===== src/rtl/sd_spi_router_if.sv =====
// Host-side SPI bus between the core SPI master and sd_spi_router.
// The master modport is the core/host side, the slave modport is the router.
interface sd_spi_router_if #(
    parameter int NUM_SLOTS = 2
);
    logic [NUM_SLOTS-1:0] host_cs_n;
    logic                 host_sck;
    logic                 host_mosi;
    logic                 host_miso;

    modport master (
        output host_cs_n,
        output host_sck,
        output host_mosi,
        input  host_miso
    );

    modport slave (
        input  host_cs_n,
        input  host_sck,
        input  host_mosi,
        output host_miso
    );
endinterface


===== src/rtl/sd_spi_router.sv =====
// sd_spi_router: routes one host SPI master to NUM_SLOTS card slots. Each slot
// is served by a virtual SD image, or (slot 0 only) by the physical SD card.
// Source changes are deferred until the slot's chip select is idle.
// Optional build macro SDR_CD_GATE_EN: gates the slot 0 physical path with the
// synchronised physical card-detect (phy_cd_n).
//
// Per-slot select FSM:
//   state   | meaning
//   SETTLED | vsd_sel matches the last requested source
//   PENDING | a new source is requested, waiting for chip select to go idle
module sd_spi_router #(
    parameter int NUM_SLOTS   = 2,
    parameter int ACT_TIMEOUT = 1000000
) (
    input  logic                 clk_sys,
    input  logic                 RESET,
    input  logic [NUM_SLOTS-1:0] img_mounted,
    input  logic [NUM_SLOTS-1:0] img_size_nz,
    sd_spi_router_if.slave       host,
    output logic [NUM_SLOTS-1:0] vsd_cs_n,
    output logic                 vsd_sck,
    output logic                 vsd_mosi,
    input  logic [NUM_SLOTS-1:0] vsd_miso,
    output logic                 phy_cs_n,
    output logic                 phy_sck,
    output logic                 phy_mosi,
    input  logic                 phy_miso,
    input  logic                 phy_cd_n,
    output logic [NUM_SLOTS-1:0] vsd_sel,
    output logic [NUM_SLOTS-1:0] act,
    output logic                 led_phys
);

    localparam int CW = $clog2(ACT_TIMEOUT + 1);
    localparam logic [CW-1:0] ACT_MAX = CW'(ACT_TIMEOUT);

    typedef enum logic {
        SETTLED = 1'b0,
        PENDING = 1'b1
    } sel_state_e;

    sel_state_e           state_q [NUM_SLOTS];
    sel_state_e           state_d [NUM_SLOTS];
    logic [NUM_SLOTS-1:0] req_q, req_d;
    logic [NUM_SLOTS-1:0] vsd_sel_q, vsd_sel_d;
    logic [CW-1:0]        cnt_q [NUM_SLOTS];
    logic [CW-1:0]        cnt_d [NUM_SLOTS];
    logic [NUM_SLOTS-1:0] act_q, act_d;
    logic                 led_phys_q, led_phys_d;
    logic                 mosi_q, mosi_d;
    logic [NUM_SLOTS-1:0] miso_q, miso_d;
    logic [NUM_SLOTS-1:0] slot_miso;
    logic                 phy_ok;

`ifdef SDR_CD_GATE_EN
    logic [1:0] cd_sync_q, cd_sync_d;

    // Card-detect synchroniser; reset to "no card" so the physical path stays closed
    always_comb begin
        cd_sync_d = {cd_sync_q[0], phy_cd_n};
    end

    // Synchroniser flops
    always_ff @(posedge clk_sys) begin
        if (RESET) cd_sync_q <= 2'b11;
        else       cd_sync_q <= cd_sync_d;
    end

    assign phy_ok = ~cd_sync_q[1];
`else
    logic cd_unused;
    assign cd_unused = phy_cd_n;
    assign phy_ok    = 1'b1;
`endif

    // Select FSM next state: mount loads req, switch only when CS is idle
    always_comb begin
        req_d     = req_q;
        vsd_sel_d = vsd_sel_q;
        for (int i = 0; i < NUM_SLOTS; i++) begin
            state_d[i] = state_q[i];
            if (img_mounted[i]) begin
                // A mount pulse only loads the request; any switch waits a cycle
                req_d[i]   = img_size_nz[i];
                state_d[i] = (img_size_nz[i] != vsd_sel_q[i]) ? PENDING : SETTLED;
            end else if (state_q[i] == PENDING && host.host_cs_n[i]) begin
                vsd_sel_d[i] = req_q[i];
                state_d[i]   = SETTLED;
            end
        end
    end

    // Per-slot miso as seen by the host, and host_miso from the lowest active CS
    always_comb begin
        slot_miso      = '1;
        host.host_miso = 1'b1;
        for (int i = 0; i < NUM_SLOTS; i++) begin
            if (vsd_sel_q[i])           slot_miso[i] = vsd_miso[i];
            else if (i == 0 && phy_ok)  slot_miso[i] = phy_miso;
        end
        for (int i = NUM_SLOTS - 1; i >= 0; i--) begin
            if (!host.host_cs_n[i]) host.host_miso = slot_miso[i];
        end
    end

    // Activity counters: clear on a data edge while selected, else saturate up
    always_comb begin
        mosi_d = host.host_mosi;
        miso_d = slot_miso;
        act_d  = '0;
        for (int i = 0; i < NUM_SLOTS; i++) begin
            act_d[i] = (cnt_q[i] < ACT_MAX);
            if (!host.host_cs_n[i] &&
                ((host.host_mosi != mosi_q) || (slot_miso[i] != miso_q[i])))
                cnt_d[i] = '0;
            else if (cnt_q[i] < ACT_MAX)
                cnt_d[i] = cnt_q[i] + 1'b1;
            else
                cnt_d[i] = cnt_q[i];
        end
        led_phys_d = act_q[0] & ~vsd_sel_q[0];
    end

    // State registers
    always_ff @(posedge clk_sys) begin
        if (RESET) begin
            req_q      <= '0;
            vsd_sel_q  <= '0;
            act_q      <= '0;
            led_phys_q <= 1'b0;
            mosi_q     <= 1'b0;
            miso_q     <= '1;
            for (int i = 0; i < NUM_SLOTS; i++) begin
                state_q[i] <= SETTLED;
                cnt_q[i]   <= ACT_MAX;
            end
        end else begin
            req_q      <= req_d;
            vsd_sel_q  <= vsd_sel_d;
            act_q      <= act_d;
            led_phys_q <= led_phys_d;
            mosi_q     <= mosi_d;
            miso_q     <= miso_d;
            for (int i = 0; i < NUM_SLOTS; i++) begin
                state_q[i] <= state_d[i];
                cnt_q[i]   <= cnt_d[i];
            end
        end
    end

    // Routing driven from the registered source selection
    always_comb begin
        vsd_cs_n = host.host_cs_n | ~vsd_sel_q;
        vsd_sck  = host.host_sck;
        vsd_mosi = host.host_mosi;
        phy_cs_n = host.host_cs_n[0] | vsd_sel_q[0] | ~phy_ok;
        phy_sck  = host.host_sck & ~vsd_sel_q[0];
        phy_mosi = host.host_mosi & ~vsd_sel_q[0];
        vsd_sel  = vsd_sel_q;
        act      = act_q;
        led_phys = led_phys_q;
    end

endmodule


===== src/flat_wrapper.sv =====
// flat-port wrapper written by rule: the top's interface ports become plain ports
module sd_spi_router_flat 
#(
    parameter int NUM_SLOTS   = 2,
    parameter int ACT_TIMEOUT = 1000000
)
  (clk_sys, RESET, img_mounted, img_size_nz, vsd_cs_n, vsd_sck, vsd_mosi, vsd_miso, phy_cs_n, phy_sck, phy_mosi, phy_miso, phy_cd_n, vsd_sel, act, led_phys, host_host_cs_n, host_host_sck, host_host_mosi, host_host_miso);
  sd_spi_router_if #(.NUM_SLOTS(NUM_SLOTS)) host_i ();
  input  logic clk_sys;
  input  logic RESET;
  input  logic [NUM_SLOTS-1:0] img_mounted;
  input  logic [NUM_SLOTS-1:0] img_size_nz;
  output logic [NUM_SLOTS-1:0] vsd_cs_n;
  output logic vsd_sck;
  output logic vsd_mosi;
  input  logic [NUM_SLOTS-1:0] vsd_miso;
  output logic phy_cs_n;
  output logic phy_sck;
  output logic phy_mosi;
  input  logic phy_miso;
  input  logic phy_cd_n;
  output logic [NUM_SLOTS-1:0] vsd_sel;
  output logic [NUM_SLOTS-1:0] act;
  output logic led_phys;
  input wire logic [$bits(host_i.host_cs_n)-1:0] host_host_cs_n;
  input wire logic [$bits(host_i.host_sck)-1:0] host_host_sck;
  input wire logic [$bits(host_i.host_mosi)-1:0] host_host_mosi;
  output wire logic [$bits(host_i.host_miso)-1:0] host_host_miso;
  assign host_i.host_cs_n = host_host_cs_n;
  assign host_i.host_sck = host_host_sck;
  assign host_i.host_mosi = host_host_mosi;
  assign host_host_miso = host_i.host_miso;
  sd_spi_router #(.NUM_SLOTS(NUM_SLOTS), .ACT_TIMEOUT(ACT_TIMEOUT)) u_core (.clk_sys(clk_sys), .RESET(RESET), .img_mounted(img_mounted), .img_size_nz(img_size_nz), .host(host_i), .vsd_cs_n(vsd_cs_n), .vsd_sck(vsd_sck), .vsd_mosi(vsd_mosi), .vsd_miso(vsd_miso), .phy_cs_n(phy_cs_n), .phy_sck(phy_sck), .phy_mosi(phy_mosi), .phy_miso(phy_miso), .phy_cd_n(phy_cd_n), .vsd_sel(vsd_sel), .act(act), .led_phys(led_phys));
endmodule

===== config.mk =====
export PLATFORM = sky130hd
export DESIGN_NAME = sd_spi_router_flat
export DESIGN_NICKNAME = d
export VERILOG_FILES = /design/src/rtl/sd_spi_router_if.sv /design/src/rtl/sd_spi_router.sv /design/src/flat_wrapper.sv
export SDC_FILE = /design/constraint.sdc
export NUM_CORES = 1
export LEC_CHECK = 0
export CAP_MARGIN = 30
export CORE_UTILIZATION = 60
export DETAILED_ROUTE_END_ITERATION = 6
export PLACE_DENSITY = 0.84
export SETUP_SLACK_MARGIN = 0.2
export SLEW_MARGIN = 20
export SYNTH_ARGS = -nofsm -noshare
export SYNTH_HDL_FRONTEND = slang
export SYNTH_SLANG_ARGS = --single-unit

===== constraint.sdc =====
create_clock -name clk_sys -period 3.1 [get_ports clk_sys]
set_input_delay 0.62 -clock clk_sys [delete_from_list [all_inputs] [get_ports clk_sys]]
set_output_delay 0.62 -clock clk_sys [all_outputs]
set_load 0.05 [all_outputs]

# After elaboration in Yosys (flattened, before gate mapping)
# Memory sizes are Yosys's and may differ from the RTL's.
# Cells that the tools add are included.
totals:
  regBits: 10
  n_memories: 2
  inputBits: 14
  word_cells: 63
  ram_bits: 42
  out_inout_bits: 13
mem_list:
  columns: ["name", "depth", "width", "read_ports", "rd_clocked_by_memory_dff", "write_ports", "line", "source"]
  rows:
  - ["u_core.cnt_q", 2, 20, 2, 0, 2, "sd_spi_router.sv:46", "logic [CW-1:0] cnt_q [NUM_SLOTS];"]
  - ["u_core.state_q", 2, 1, 2, 0, 2, "sd_spi_router.sv:42", "sel_state_e state_q [NUM_SLOTS];"]
op_classes:
  mux: 21
  eq_ne: 5
  bitwise: 13
  n_addsub: 2
  magnitude_cmp: 2
  reduce_logical: 10
op_table:
  columns: ["cell", "n"]
  rows:
  - ["$mux 20", 6]
  - ["$add 20x1->20 const B", 2]
  - ["$lt 20x20->1 const B", 2]
  - ["$mux 1", 15]
  - ["$ne 1x1->1", 5]
  - ["$or 1x1->1", 5]
  - ["$logic_and 1x1->1", 4]
  - ["$reduce_and 2->1", 2]
  - ["$and 1x1->1", 3]
  - ["$not 1->1", 3]
  - ["$logic_not 1->1", 2]
  - ["$logic_or 1x1->1", 2]
  - ["$not 2->2", 1]
  - ["$or 2x2->2", 1]

# Logic depth before layout (Yosys ltp)
depth:
  ltp_word: 6
  depth_mapped: 7

# Least setup slack after synthesis
# Ideal clock, no wire load.
synth_path:
  path_kind: "register to output"
  from: "reg u_core.vsd_sel_q[0] (netlist: u_core.vsd_sel[0])"
  to: "out host_host_miso"
  required_ns: 2.480
  slack_ns: 0.961
  stages_incl_launch_ff: 5
  arrival_time_ns: 1.519
  cell_sequence: "dfxtp_1 buf_2 mux2i_1 nand2_1 o31a_1"
synth_between:
  elab_chain_cells: 2
synth_lines:
  columns: ["element", "line", "source"]
  rows:
  - ["from (decl)", "sd_spi_router.sv:45", "logic [NUM_SLOTS-1:0] vsd_sel_q, vsd_sel_d;"]
  - ["from (signal assigned)", "sd_spi_router.sv:139", "vsd_sel_q <= vsd_sel_d;"]
  - ["$mux 1", "sd_spi_router.sv:98", "if (vsd_sel_q[i]) slot_miso[i] = vsd_miso[i];"]
  - ["$mux 1", "sd_spi_router.sv:102", "if (!host.host_cs_n[i]) host.host_miso = slot_miso[i];"]
  - ["to (decl)", "flat_wrapper.sv:28", "output wire logic [$bits(host_i.host_miso)-1:0] host_host_miso;"]
# No other way between the ends.

# Worst setup path in the final report
layout_path:
  from: "in host_host_cs_n[0]"
  to: "out vsd_cs_n[0]"
layout_between:
  elab_chain_cells: 1
layout_lines:
  columns: ["element", "line", "source"]
  rows:
  - ["from (decl)", "flat_wrapper.sv:25", "input wire logic [$bits(host_i.host_cs_n)-1:0] host_host_cs_n;"]
  - ["$or 2x2->2", "sd_spi_router.sv:153", "vsd_cs_n = host.host_cs_n | ~vsd_sel_q;"]
  - ["to (decl)", "flat_wrapper.sv:13", "output logic [NUM_SLOTS-1:0] vsd_cs_n;"]
# No other way between the ends.

==> results.toml <==
[cts]
cts_setup_buffers = 0
cts.reportedPaths.clkPinSlew_ps = 100
cts_buffer_depth = 2
cts.sinks = 52
cts-buffers-inserted = 5
htree_levels = 2
cts_tree = "built"
root_buffer = "clkbuf_8"
worstSkewPairLatency_ps = 310

[pwr]
p_leak_uw = 0.00106
p_total_uw = 1310
switchingPower_uw = 377
clkPwrFrac = 0.291
p_int_uw = 938
vdd_drop_max_mv = 0.277
combPwrFrac = 0.155
switching_share = 0.287
power.share.sequential = 0.554
p_per_area_nw_per_um2 = 451

[timing]
setup_tns_ps = 0
rsz0062_at_grt = "no"
finClkSkew_ps = 6.92
max_clock_freq_mhz = 365
relSlewSlack = 0.555
finalCritPeriodShare = 0.884
period_minus_slack_ps = 2740
worst_pin_slew_ps = 665
final_max_slew_viol_count = 0
worst_slack_ps = 359
finalSetupViolations = 0
hold_viol = 0

[logic_synthesis]
synth-edff-count = 0
synth_ff_type = "dfxtp_1"
yosys_warnings = 0
avgSynthCellArea_um2 = 8.95
ys_types = 46
synth_area_um2 = 2550
ys_async_sr_fraction = 0
synth-seq-cells = 52
synth_seq_area_share = 0.408
netlist_instances = 285
syn-num-nets = 301

[setup_path]
crit_chain = "clkdlybuf4s50_1 > inv_1 > nand2_1 > clkdlybuf4s50_1"
path_class = "in2out"
end_kind = "primary output"
startpoint = "host_host_cs_n[0]"
regToRegSetupSlack_ps = 890
crit_top_cell = "clkdlybuf4s50_1"
r2r-end = "u_core.cnt_q[0][35]$_SDFFE_PP0N_"
cp_num_cells = 4
cp-endpoint = "vsd_cs_n[0]"
critPathTopFamily = "buffers and inverters"
cp.required_ps = 2480
reg2reg_from = "u_core.cnt_q[0][35]$_SDFFE_PP0N_"
slowest_stage = "clkdlybuf4s50_1"
worstSetupStartpointType = "primary input"
critPathArrivalTime_ps = 2120
worstRegToRegCells = 5
slowest_delay_ps = 790
crit_fanout = 5
path_buf_inv = 3

[floorplanning]
core_area_um2 = 4030
die_x_um = 67.2
rows = 23
initial_utilization = 0.633
pin_count = 27
die_area_um2 = 4520
die_y_um = 67.2

[route]
avgViaCountPerCell = 5.88
wirelength_mm = 5.01
drt-pass1-iter-count = 4
ant_nets = 0
drc_errors = 0
dr.first_iter.drc_count = 130
via_count = 2106
routedWlPerCell_um = 14.0

[cells_and_area]
final_common_cell = "dfxtp_1"
insertedDiodeCount = 0
final_cell_mix = "52 x dfxtp_1, 33 x nor2_1, 23 x clkdlybuf4s50_1, 21 x xnor2_1, 16 x o21ai_0"
utilization = 0.723
area_growth_pct = 14.2
fillerInstances = 309
drive_above_1_share = 0.0909
fin_nets = 323

[place]
numPortBuffers = 25
dp_hpwl_mm = 3.46
dp_slack_ps = 242
place.gp.congestion = 0.806

[run_status]
outcome = "finished clean"

[grt]
antenna_found_initial = 0
grt_start_max_net_pins = 19
grt_pass1_wl_mm = 8.27
grt-ovfl-total = 0
grt_pass1_vias = 1857
grt_usage = 0.242

[min_path]
hold_class = "reg2reg"

[run]
maxCapViolCount = 0
flip-flops by register name, indices dropped and copies added, names as in the netlist:
| signal | count |
|---|---|
| u_core.act | 2 |
| u_core.miso_q | 2 |
| u_core.req_q | 2 |
| u_core.led_phys | 1 |
| u_core.state_q | 2 |
| u_core.cnt_q | 40 |
| u_core.vsd_sel | 2 |
| u_core.mosi_q | 1 |
power by group through the flow:
| stage | Sequential, uW | Clock, uW | Combinational (uW) |
|---|---|---|---|
| 6_report | 729 | 383 | 204 |
| 5_1_grt | 733 | 415 | 224 |
| 4_1_cts | 728 | 389 | 204 |
| 3_5_place_dp | 743 | 0 | 203 |
| 3_3_place_gp | 741 | 0 | 199 |
| 2_1_floorplan | 750 | 0 | 134 |
routing by layer:
metal,track usage,vias up,routed length [um],share of wire
li1,-,1057,-,-
met1,0.316,983,2380,0.48
met2,0.378,59,2310,0.46
met3,0.0676,7,258,0.052
met4,0.0904,0,61,0.012
met5,0,-,0,0
worst min path at each step:
| stage | from | to | slack (ps) | depth (start not counted) |
|---|---|---|---|---|
| finish | u_core.act[0]$_SDFF_PP0_ | u_core.led_phys$_SDFF_PP0_ | 500 | 1 |
| global route | u_core.act[0]$_SDFF_PP0_ | u_core.led_phys$_SDFF_PP0_ | 520 | 1 |
| CTS | u_core.act[0]$_SDFF_PP0_ | u_core.led_phys$_SDFF_PP0_ | 500 | 1 |
| detailed placement | u_core.act[0]$_SDFF_PP0_ | u_core.led_phys$_SDFF_PP0_ | 480 | 1 |
| global placement | u_core.act[0]$_SDFF_PP0_ | u_core.led_phys$_SDFF_PP0_ | 470 | 1 |
| floorplan | u_core.req_q[0]$_SDFFE_PP0P_ | u_core.req_q[0]$_SDFFE_PP0P_ | 460 | 2 |
final cells by class:
type | instances | area [um^2] | area share
timing repair buffer | 29 | 280 | 0.0962
sequential | 52 | 1040 | 0.357
inverter | 8 | 30.0 | 0.0103
multi-input combinational | 211 | 1410 | 0.485
clock buffer | 5 | 68.8 | 0.0236
tap | 50 | 62.6 | 0.0215
clock inverter | 3 | 18.8 | 0.00644
cell usage after synthesis, types with 2 or more instances:
cell type | count | share of area
dfxtp_1 | 52 | 0.41
nor2_1 | 33 | 0.049
xnor2_1 | 21 | 0.072
o21ai_0 | 16 | 0.031
nand2_1 | 15 | 0.022
a21oi_1 | 14 | 0.027
xor2_1 | 14 | 0.048
and3_1 | 9 | 0.022
inv_1 | 8 | 0.012
mux2i_1 | 8 | 0.031
nand3_1 | 8 | 0.016
nand4_1 | 7 | 0.017
a211oi_1 | 6 | 0.018
and4_1 | 6 | 0.021
clkbuf_1 | 5 | 0.0074
buf_2 | 4 | 0.0078
nor3b_1 | 4 | 0.012
o2111ai_1 | 4 | 0.014
o211ai_1 | 4 | 0.012
a2111oi_2 | 3 | 0.018
a21o_1 | 3 | 0.0088
buf_4 | 3 | 0.0088
nand2b_1 | 3 | 0.0074
nor2b_1 | 3 | 0.0074
or2_2 | 3 | 0.0074
a31o_2 | 2 | 0.0069
and2_1 | 2 | 0.0049
buf_1 | 2 | 0.0029
ha_1 | 2 | 0.0098
nand3b_1 | 2 | 0.0059
nor3_1 | 2 | 0.0039
o31a_1 | 2 | 0.0069
or3_1 | 2 | 0.0049
logic make-up after synthesis:
family | after synthesis | share of synthesized area
simple gates | 105 | 0.225
compound gates | 61 | 0.167
flops | 52 | 0.408
xor+xnor | 35 | 0.120
buf+inv | 22 | 0.0387
mux | 8 | 0.0314
fa+ha+maj | 2 | 0.00981
stage by stage:
step                      hold slack, ps  cell area, um^2  std cells
after floorplan                      460             2550        285
after global placement               471             2820        350
after detailed placement             476             2820        350
after CTS                            499             2910        358
after global routing                 516             2910        358
final                                500             2910        358
repair_timing:
action	4_1_cts	5_1_grt
setup endpoints to repair	0	1
hold buffers	0	0
endpoints found under the hold margin	0	0
resized for setup	0	1
Power figures use the tool's default switching activity.
